## config.mk

```make
export PLATFORM = sky130hd
export DESIGN_NAME = prbs_check_ctrl
export DESIGN_NICKNAME = d
export VERILOG_FILES = /design/src/rtl/prbs_pkg.sv /design/src/rtl/prbs_idle_timer.sv /design/src/rtl/prbs_check_ctrl.sv
export SDC_FILE = /design/constraint.sdc
export NUM_CORES = 1
export LEC_CHECK = 0
export CAP_MARGIN = 20
export CORE_MARGIN = 2
export CORE_UTILIZATION = 30
export CTS_BUF_LIST = sky130_fd_sc_hd__clkbuf_8 sky130_fd_sc_hd__clkbuf_16
export DETAILED_ROUTE_END_ITERATION = 8
export MAX_ROUTING_LAYER = met4
export PLACE_DENSITY = 0.47
export SYNTH_ARGS = -nofsm -noshare
export SYNTH_HDL_FRONTEND = slang
export SYNTH_HIERARCHICAL = 1
export SYNTH_SLANG_ARGS = --single-unit
export TNS_END_PERCENT = 30
```

## constraint.sdc

```tcl
create_clock -name rx_user_clk_i -period 2.9 [get_ports rx_user_clk_i]
set_input_delay 0.58 -clock rx_user_clk_i [delete_from_list [all_inputs] [get_ports rx_user_clk_i]]
set_output_delay 0.58 -clock rx_user_clk_i [all_outputs]
set_load 0.02 [all_outputs]
```

## src/rtl/prbs_pkg.sv

```systemverilog
// Shared types and constants for the PRBS31 packet generator/checker sequencers.
package prbs_pkg;

  typedef enum logic [2:0] {
    StIdle,
    StClr,
    StAlign,
    StSync,
    StRun,
    StDone
  } prbs_ctrl_state_e;

  localparam int unsigned PRBS_PKT_BEATS = 256;
  localparam int unsigned PRBS_DATA_W    = 32;

  localparam int unsigned PRBS_CLR_CYCLES_DEF  = 8;
  localparam int unsigned PRBS_SYNC_PKTS_DEF   = 2;
  localparam int unsigned PRBS_GUARD_BEATS_DEF = 4;

  function automatic logic [31:0] prbs_sat_inc32(input logic [31:0] v);
    return (v == 32'hFFFF_FFFF) ? v : v + 32'd1;
  endfunction

endpackage

```

## src/rtl/prbs_idle_timer.sv

```systemverilog
// Idle-cycle counter: counts cycles without a kick while enabled and strobes
// expired_o on the cycle the count reaches all-ones.
module prbs_idle_timer #(
  parameter int unsigned Width = 16
) (
  input  logic clk_i,
  input  logic rst_i,
  input  logic en_i,
  input  logic kick_i,
  output logic expired_o
);

  localparam logic [Width-1:0] CntMax = '1;

  logic [Width-1:0] cnt_q, cnt_d;

  always_comb begin
    cnt_d = cnt_q;
    if (!en_i || kick_i) begin
      cnt_d = '0;
    end else if (cnt_q != CntMax) begin
      cnt_d = cnt_q + Width'(1);
    end
  end

  always_ff @(posedge clk_i) begin
    if (rst_i) begin
      cnt_q <= '0;
    end else begin
      cnt_q <= cnt_d;
    end
  end

  // Strobe on the increment that lands on all-ones so the owner's flag rises with it.
  assign expired_o = en_i && !kick_i && (cnt_q == CntMax - Width'(1));

endmodule

```

## src/rtl/prbs_check_ctrl.sv

```systemverilog
// Receive-side PRBS31 checker sequencer: clear, align, sync, measured run, report.
// Define PRBS_CHK_CTRL_ERRCNT_EN to count error events and re-arm the checker instead of stopping.
module prbs_check_ctrl
  import prbs_pkg::*;
#(
  parameter int unsigned CLR_CYCLES  = PRBS_CLR_CYCLES_DEF,
  parameter int unsigned SYNC_PKTS   = PRBS_SYNC_PKTS_DEF,
  parameter int unsigned GUARD_BEATS = PRBS_GUARD_BEATS_DEF,
  parameter int unsigned TIMEOUT_W   = 16
) (
  input  logic        rx_user_clk_i,
  input  logic        rx_user_rst_i,
  input  logic        start_i,
  input  logic        abort_i,
  input  logic [31:0] pkt_target_i,
  input  logic        rx_valid_i,
  input  logic        rx_last_i,
  input  logic        chk_err_i,
  output logic        chk_rst_o,
  output logic        chk_valid_o,
  output logic        busy_o,
  output logic        done_o,
  output logic        pass_o,
  output logic        fail_o,
  output logic        timeout_o,
  output logic [31:0] pkt_cnt_o
`ifdef PRBS_CHK_CTRL_ERRCNT_EN
  ,
  output logic [15:0] err_evt_cnt_o
`endif
);

  localparam logic [7:0] ClrLoad   = 8'(CLR_CYCLES - 1);
  localparam logic [3:0] SyncLast  = 4'(SYNC_PKTS - 1);
  localparam logic [3:0] GuardLoad = 4'(GUARD_BEATS);

  prbs_ctrl_state_e state_q, state_d;

  logic [7:0]  clr_cnt_q, clr_cnt_d;
  logic [3:0]  sync_cnt_q, sync_cnt_d;
  logic [3:0]  guard_q, guard_d;
  logic [31:0] target_q, target_d;
  logic [31:0] pkt_cnt_q, pkt_cnt_d;
  logic        fail_q, fail_d;
  logic        timeout_q, timeout_d;
  logic        pass_q, pass_d;
  logic        chk_pulse_q, chk_pulse_d;

  logic beat_last, post_err, timer_en, idle_expired;

`ifdef PRBS_CHK_CTRL_ERRCNT_EN
  logic        post_err_q;
  logic        err_evt;
  logic [15:0] err_evt_cnt_q, err_evt_cnt_d;
`endif

  assign beat_last = rx_valid_i & rx_last_i;
  assign timer_en  = (state_q == StAlign) || (state_q == StSync) || (state_q == StRun);
  assign post_err  = (state_q == StRun) && (guard_q == 4'd0) && chk_err_i;

`ifdef PRBS_CHK_CTRL_ERRCNT_EN
  assign err_evt = post_err & ~post_err_q;
`endif

  prbs_idle_timer #(
    .Width(TIMEOUT_W)
  ) u_idle_timer (
    .clk_i    (rx_user_clk_i),
    .rst_i    (rx_user_rst_i),
    .en_i     (timer_en),
    .kick_i   (rx_valid_i),
    .expired_o(idle_expired)
  );

  always_ff @(posedge rx_user_clk_i) begin
    if (rx_user_rst_i) begin
      state_q <= StIdle;
    end else begin
      state_q <= state_d;
    end
  end

  always_comb begin
    state_d     = state_q;
    clr_cnt_d   = clr_cnt_q;
    sync_cnt_d  = sync_cnt_q;
    guard_d     = guard_q;
    target_d    = target_q;
    pkt_cnt_d   = pkt_cnt_q;
    fail_d      = fail_q;
    timeout_d   = timeout_q;
    chk_pulse_d = 1'b0;
`ifdef PRBS_CHK_CTRL_ERRCNT_EN
    err_evt_cnt_d = err_evt_cnt_q;
`endif

    unique case (state_q)
      StIdle, StDone: begin
        if (start_i) begin
          state_d   = StClr;
          target_d  = pkt_target_i;
          fail_d    = 1'b0;
          timeout_d = 1'b0;
          pkt_cnt_d = '0;
          clr_cnt_d = ClrLoad;
`ifdef PRBS_CHK_CTRL_ERRCNT_EN
          err_evt_cnt_d = '0;
`endif
        end
      end
      StClr: begin
        if (clr_cnt_q == 8'd0) begin
          state_d = StAlign;
        end else begin
          clr_cnt_d = clr_cnt_q - 8'd1;
        end
      end
      StAlign: begin
        if (beat_last) begin
          state_d    = StSync;
          sync_cnt_d = '0;
        end
      end
      StSync: begin
        if (beat_last) begin
          if (sync_cnt_q == SyncLast) begin
            // Clear the checker's counters so the window starts from a trained, clean state.
            state_d     = StRun;
            guard_d     = GuardLoad;
            chk_pulse_d = 1'b1;
          end else begin
            sync_cnt_d = sync_cnt_q + 4'd1;
          end
        end
      end
      StRun: begin
        if (rx_valid_i && (guard_q != 4'd0)) begin
          guard_d = guard_q - 4'd1;
        end
        if (beat_last) begin
          pkt_cnt_d = prbs_sat_inc32(pkt_cnt_q);
          if ((target_q != 32'd0) && (pkt_cnt_d == target_q)) begin
            state_d = StDone;
          end
        end
`ifdef PRBS_CHK_CTRL_ERRCNT_EN
        if (err_evt) begin
          fail_d        = 1'b1;
          chk_pulse_d   = 1'b1;
          err_evt_cnt_d = (err_evt_cnt_q == 16'hFFFF) ? err_evt_cnt_q : err_evt_cnt_q + 16'd1;
        end
`else
        if (post_err) begin
          fail_d  = 1'b1;
          state_d = StDone;
        end
`endif
      end
      default: state_d = StIdle;
    endcase

    // Timeout outranks error/target; abort outranks everything.
    if (idle_expired) begin
      state_d     = StDone;
      timeout_d   = 1'b1;
      fail_d      = fail_q;
      chk_pulse_d = 1'b0;
`ifdef PRBS_CHK_CTRL_ERRCNT_EN
      err_evt_cnt_d = err_evt_cnt_q;
`endif
    end

    if (abort_i) begin
      state_d     = StIdle;
      target_d    = target_q;
      pkt_cnt_d   = pkt_cnt_q;
      fail_d      = fail_q;
      timeout_d   = timeout_q;
      chk_pulse_d = 1'b0;
`ifdef PRBS_CHK_CTRL_ERRCNT_EN
      err_evt_cnt_d = err_evt_cnt_q;
`endif
    end

    pass_d = (state_d == StDone) && !fail_d && !timeout_d;
  end

  always_ff @(posedge rx_user_clk_i) begin
    if (rx_user_rst_i) begin
      clr_cnt_q   <= '0;
      sync_cnt_q  <= '0;
      guard_q     <= '0;
      target_q    <= '0;
      pkt_cnt_q   <= '0;
      fail_q      <= 1'b0;
      timeout_q   <= 1'b0;
      pass_q      <= 1'b0;
      chk_pulse_q <= 1'b0;
    end else begin
      clr_cnt_q   <= clr_cnt_d;
      sync_cnt_q  <= sync_cnt_d;
      guard_q     <= guard_d;
      target_q    <= target_d;
      pkt_cnt_q   <= pkt_cnt_d;
      fail_q      <= fail_d;
      timeout_q   <= timeout_d;
      pass_q      <= pass_d;
      chk_pulse_q <= chk_pulse_d;
    end
  end

`ifdef PRBS_CHK_CTRL_ERRCNT_EN
  always_ff @(posedge rx_user_clk_i) begin
    if (rx_user_rst_i) begin
      post_err_q    <= 1'b0;
      err_evt_cnt_q <= '0;
    end else begin
      post_err_q    <= post_err;
      err_evt_cnt_q <= err_evt_cnt_d;
    end
  end

  assign err_evt_cnt_o = err_evt_cnt_q;
`endif

  always_comb begin
    chk_rst_o   = 1'b0;
    chk_valid_o = 1'b0;
    busy_o      = 1'b0;
    done_o      = 1'b0;
    unique case (state_q)
      StIdle: chk_rst_o = 1'b1;
      StClr: begin
        chk_rst_o = 1'b1;
        busy_o    = 1'b1;
      end
      StAlign: ;
      StSync: begin
        chk_valid_o = rx_valid_i;
        busy_o      = 1'b1;
      end
      StRun: begin
        chk_valid_o = rx_valid_i;
        chk_rst_o   = chk_pulse_q;
        busy_o      = 1'b1;
      end
      StDone: done_o = 1'b1;
      default: chk_rst_o = 1'b1;
    endcase
  end

  assign pass_o    = pass_q;
  assign fail_o    = fail_q;
  assign timeout_o = timeout_q;
  assign pkt_cnt_o = pkt_cnt_q;

endmodule
```

==> flow_summary.yaml, run 1 <==
grt:
  grt.overflow.total: 0
  grt_pass1_wl_um: 34400
  grt_use_total_pct: 20.7
  antenna_found_initial: 0
  grt_pass1_vias: 6085
  grt_max_degree: 44
clock_network:
  cts_max_path_buffers: 2
  cts.sinks: 103
  cts_tree: "done"
  cts_buffers: 9
  clk_latency_ps: 360
  cts_hold_buf: 0
  cts-root-buf: "clkbuf_16"
  cts_htree_levels: 3
  clk_pin_slew_ps: 70
critical_path:
  critPathKind: "flop to flop"
  r2r_end: "state_q[0]$_SDFF_PP0_"
  cpPeakStageDelay_ps: 560
  cpMostUsedCell: "or4_4"
  r2r_cells: 10
  end_kind: "flop"
  required_ps: 3170
  crit_fanout: 4
  r2r_slack_ps: 120
  r2r-start: "pkt_cnt_o[1]$_SDFFE_PP0P_"
  cp-start-kind: "flop"
  cpMaxStageDelayCell: "or4_4"
  path_cells: "ha_4 -> nand2_2 -> or4_4 -> a21oi_4 -> nand2_1 -> xnor2_1 -> or4_4 -> nor4_4 -> a21oi_2 -> nor4_2"
  cp.arrival_ps: 3050
sta:
  skew_ps: 12.5
  period_share_pct: 96.0
  slew_headroom_pct: 58.1
  final-hold-violation-count: 0
  fmax_mhz: 359
  hold_ws_ps: 494
  period_needed_ps: 2780
  worst_pin_slew_ps: 629
  slew_viol_final: 0
  finalSetupViolCount: 0
cells_and_area:
  multiInputGateArea_um2: 4030
  fin_nets: 1026
  antenna_cells: 0
  n_fill_cell: 2157
  seq_area_um2: 2070
  area_growth_pct: 35.5
  drive_above_1_share_pct: 18.0
floorplan:
  chipWidth_um: 148
  dieHeight_um: 148
  ios: 78
  start_util_pct: 30.6
  die_area_um2: 21900
  core_um2: 20300
  num_rows: 52
yosys:
  synth_top_area_share_pct: 33.2
  ys_seq_area_share_pct: 33.2
  syn_area_per_cell_um2: 7.49
  ys_ff_latch: 103
  yosysUniqueCellTypes: 72
  synthTopCellsByArea: "dfxtp_1, nand2_1, a21oi_1"
  yosysMostFrequentCell: "nand2_1"
  syn-cell-area_um2: 6210
  synth_ff_type: "dfxtp_1"
  synthTopCellsByCount: "nand2_1, dfxtp_1, a21oi_1"
  synth_compound_area_share_pct: 18.5
  ys_warn_count: 6
  async_flop_share_pct: 0
  synth_nets: 876
  synthXorXnorAreaFrac_pct: 7.48
  synth_top_family_by_area: "simple AND/OR/NAND/NOR gates"
  yosys.area_share.simple_pct: 34.2
  yosysTopAreaCell: "dfxtp_1"
  syn_inst: 829
  synth_mux_area_share_pct: 0.645
  synthAdderAreaFrac_pct: 1.61
  synth-edff-count: 0
detailed_routing:
  drtIter0Drc: 427
  via_per_inst: 5.20
  drt-wirelength-per-cell_um: 17.4
  wirelength_um: 21800
  dr.pass1.iters: 5
  antenna_left: 0
  vias: 6525
  post-route-drc-count: 0
worst_hold_path:
  min_to: "target_q[0]$_SDFFE_PP0P_"
  hold_path_class: "flop to flop"
  worstHoldStart: "target_q[0]$_SDFFE_PP0P_"
  holdPathStages: 2
power_and_ir_drop:
  fin_total_pwr_mw: 3.13
  powerDensity_nw_per_um2: 373
  leakagePower_nw: 3.00
  ir_drop_uv: 228
placed_design:
  hpwl_um: 16800
  place.gp.congestion: 0.966
  io_buffers: 77
outcome:
  status: "finished clean"
flow_run:
  drv_cap: 0
==> cell usage in the layout, fill, tap and decap left out, drive strengths merged, types with 3 or more instances in the layout <==
master,netlist,routed
nand3,26,26
nand3b,9,9
inv,14,16
or3,14,14
and4,9,9
xor2,12,12
dfxtp,103,103
nand2b,10,10
nor2b,6,6
nand4,24,24
nor3b,5,5
a21o,6,6
o21ai,38,38
o31ai,4,4
nor2,75,75
a32oi,3,3
clkdlybuf4s50,0,75
and3,9,9
and2,7,7
a31oi,13,13
buf,15,112
nor4,22,22
clkinv,0,3
ha,8,8
nor3,37,37
mux2i,4,4
or4,14,14
a211oi,10,10
a21oi,86,86
a22oi,3,3
clkbuf,34,10
xnor2,41,41
nand2,135,135
==> metrics by stage <==
| stage | instances | setup TNS, ps | instance area (µm²) | worst slack, ps | utilization [%] |
|---|---|---|---|---|---|
| final | 1254 | 0 | 8410 | 117 | 41.4 |
| after global routing | 1254 | -33.9 | 8410 | -33.9 | 41.4 |
| after detailed placement | 1234 | -395 | 7910 | -147 | 39.0 |
| after global placement | 1234 | -267 | 7910 | -87.9 | 39.0 |
| after CTS | 1250 | 0 | 8230 | 4.22 | 40.5 |
| after floorplan | 829 | 0 | 6210 | 46.7 | - |
==> report_power, final <==
| part | total [mW] | internal (mW) | leakage, nW | switching, mW |
|---|---|---|---|---|
| clock | 1.32 | 0.708 | 0.155 | 0.610 |
| combinational | 0.332 | 0.154 | 2.01 | 0.179 |
| sequential | 1.48 | 1.44 | 0.837 | 0.0400 |
==> timing repair <==
| action | 4_1_cts | 5_1_grt |
|---|---|---|
| pin swaps | 0 | 11 |
| hold endpoints to repair | 0 | 0 |
| endpoints found under the setup margin | 2 | 2 |
| buffers inserted | 0 | 4 |
| resized for setup | 2 | 34 |
==> sequential cells by signal, summed over array words and instances, names as in the netlist <==
name / cells
target_q: 32
sync_cnt_q: 4
clr_cnt_q: 8
timeout_o: 1
fail_o: 1
pass_o: 1
pkt_cnt_o: 32
guard_q: 4
u_idle_timer/cnt_q: 16
chk_pulse_q: 1
state_q: 3
==> kinds of logic (layout without fill, tap and decap cells) <==
logic type | Yosys count | in the layout
adders and majority gates | 8 | 8
AOI/OAI and AO/OA | 189 | 189
and+or+nand+nor | 409 | 409
buffers and inverters | 63 | 218
muxes | 4 | 4
xor gates and xnor gates | 53 | 53
DFF | 103 | 103
==> worst max path at each step <==
stage | from | endpoint | slack, ps | depth (start not counted)
after floorplan | pkt_cnt_o[0]$_SDFFE_PP0P_ | state_q[0]$_SDFF_PP0_ | 50 | 10
after global placement | rx_valid_i | state_q[0]$_SDFF_PP0_ | -90 | 9
after detailed placement | rx_valid_i | state_q[0]$_SDFF_PP0_ | -150 | 9
after CTS | pkt_cnt_o[9]$_SDFFE_PP0P_ | state_q[0]$_SDFF_PP0_ | 4 | 10
after global routing | pkt_cnt_o[12]$_SDFFE_PP0P_ | state_q[0]$_SDFF_PP0_ | -30 | 11
final | pkt_cnt_o[1]$_SDFFE_PP0P_ | state_q[0]$_SDFF_PP0_ | 120 | 10
==> cell type report <==
cell class / instances / share of cell area, %
well taps: 270 / 4.02
clock buffers: 10 / 2.84
multi-input cells: 663 / 47.9
inverters: 14 / 0.625
clock inverters: 6 / 0.907
repair buffers: 188 / 19.2
flip-flops and latches: 103 / 24.6
==> per-layer routing <==
layer  vias to the layer above  routed length [µm]  global-route usage, %
li1                       3289                   -                      -
met1                      3023               11000                   30.5
met2                       191                9080                   29.2
met3                        22                1360                   3.02
met4                         0                 414                   5.86
met5                         -                   0                      -
==> critical path, delay by kind of cell (launching register included) <==
family                   cells  cell delay [ps]
AO/OA/AOI/OAI                2              310
AND/OR/NAND/NOR              6             1640
XOR/XNOR                     1              210
flip-flops                   1              360
adder cells (fa/ha/maj)      1              160
Note: power is estimated with default switching activity, not from simulation.
==> inputs of run 2 (changes only) <==
RECOVER_POWER = 25   (was not set)
==> flow_summary.yaml, run 2 (synthesized netlist as in run 1, its figures left out) <==
power_and_ir_drop:
  internal_power_mw: 2.30
  ir_drop_uv: 228
  p_seq_share_pct: 47.4
  combPwrFrac_pct: 10.5
  leakagePower_nw: 3.03
  sw_frac_of_total_pct: 26.5
  p_clk_share_pct: 42.1
  powerDensity_nw_per_um2: 373
  switchingPower_mw: 0.831
detailed_routing:
  antenna_left: 0
  drtIter0Drc: 445
  post-route-drc-count: 0
  via_per_inst: 5.20
  drt-wirelength-per-cell_um: 17.4
  dr.pass1.iters: 5
  vias: 6521
  wirelength_um: 21900
cells_and_area:
  drive_above_1_share_pct: 17.6
  fin_util_pct: 41.4
  area_growth_pct: 35.3
  design_area_um2: 8400
  antenna_cells: 0
  layout_commonest_cell: "nand2_1"
  final_cell_mix: "nand2_1, buf_4, dfxtp_1"
  fin_nets: 1026
sta:
  slew_viol_final: 0
  skew_ps: 13.5
  fmax_mhz: 361
  period_needed_ps: 2770
  finalSetupViolCount: 0
  slew_headroom_pct: 57.4
  worst_pin_slew_ps: 633
  period_share_pct: 95.6
  final-hold-violation-count: 0
critical_path:
  critPathKind: "flop to flop"
  cp.arrival_ps: 3040
  end_kind: "flop"
  required_ps: 3170
  crit_fanout: 4
  cp-start-kind: "flop"
grt:
  grt.overflow.total: 0
  grt_pass1_vias: 6085
  grt_use_total_pct: 20.7
  grt_max_degree: 44
  grt_pass1_wl_um: 34400
  antenna_found_initial: 0
clock_network:
  cts.sinks: 103
  cts-root-buf: "clkbuf_16"
  clk_latency_ps: 360
  cts_tree: "done"
  cts_max_path_buffers: 2
  cts_buffers: 9
  cts_htree_levels: 3
  clk_pin_slew_ps: 70
worst_hold_path:
  hold_path_class: "flop to flop"
placed_design:
  place.gp.congestion: 0.966
  io_buffers: 77
  placed_area_um2: 7910
  hpwl_um: 16800
floorplan:
  core_um2: 20300
  ios: 78
  start_util_pct: 30.6
  chipWidth_um: 148
  num_rows: 52
  dieHeight_um: 148
  die_area_um2: 21900
outcome:
  status: "finished clean"
flow_run:
  drv_cap: 0
-- run 2: cell types whose count changed in the layout (fill, tap and decap cells not counted), sizes merged --
cell,delta
dlygate4sd3,+15
clkdlybuf4s50,-15
clkbuf,+5
buf,-5
-- run 2: area by class of cell --
| cell class | instances | area [µm²] |
|---|---|---|
| fill | 2160 | 11900 |
| multi-input combinational | 663 | 4030 |
| sequential | 103 | 2070 |
| timing repair buffer | 188 | 1600 |
| tap | 270 | 338 |
| clock buffer | 10 | 239 |
| clock inverter | 6 | 76.3 |
| inverter | 14 | 52.6 |
-- run 2: power by group through the flow --
stage                     Clock (mW)  Combinational (mW)  Sequential [mW]
after CTS                       1.36               0.328             1.48
after floorplan                    0               0.188             1.50
after global routing            1.42               0.368             1.49
final                           1.32               0.328             1.48
after detailed placement           0               0.326             1.52
after global placement             0               0.325             1.52
-- run 2: worst max-delay path, stage by stage, from the launching register on --
cell	delay, ps
dfxtp_2	360
ha_4	160
nand2_2	80
or4_4	560
a21oi_4	220
nand2_1	160
xnor2_1	210
or4_4	450
nor4_4	260
a21oi_2	100
nor4_2	120
-- run 2: repair_timing --
| item | in CTS | in global routing |
|---|---|---|
| buffers inserted | 0 | 4 |
| endpoints found under the setup margin | 2 | 2 |
| hold buffers | 0 | 0 |
| pin swaps | 0 | 11 |
| resized for setup | 2 | 34 |
-- run 2: path summary, 6_finish.rpt --
path / startpoint / to / slack [ps] / depth (start not counted)
max: pkt_cnt_o[1]$_SDFFE_PP0P_ / state_q[0]$_SDFF_PP0_ / 130 / 10
min: target_q[0]$_SDFFE_PP0P_ / target_q[0]$_SDFFE_PP0P_ / 490 / 2
max reg2reg: pkt_cnt_o[1]$_SDFFE_PP0P_ / state_q[0]$_SDFF_PP0_ / 130 / 10
min reg2reg: target_q[0]$_SDFFE_PP0P_ / target_q[0]$_SDFFE_PP0P_ / 490 / 2
-- run 2: metrics by stage --
step | power [mW] | cells | setup TNS [ps] | hold slack [ps] | worst slack, ps
2_1_floorplan | 1.69 | 829 | 0 | 455 | 46.7
3_3_place_gp | 1.84 | 1234 | -267 | 475 | -87.9
3_5_place_dp | 1.84 | 1234 | -395 | 486 | -147
4_1_cts | 3.17 | 1250 | 0 | 495 | 4.22
5_1_grt | 3.28 | 1254 | -29.4 | 512 | -29.4
6_report | 3.13 | 1254 | 0 | 494 | 128
-- run 2: metal layers --
| metal | global-route usage, % | up-vias | part of all wire (%) |
|---|---|---|---|
| met5 | - | - | 0 |
| met4 | 5.86 | 0 | 2.0 |
| met3 | 3.02 | 26 | 5.7 |
| met2 | 29.2 | 181 | 42 |
| met1 | 30.5 | 3025 | 51 |
| li1 | - | 3289 | - |
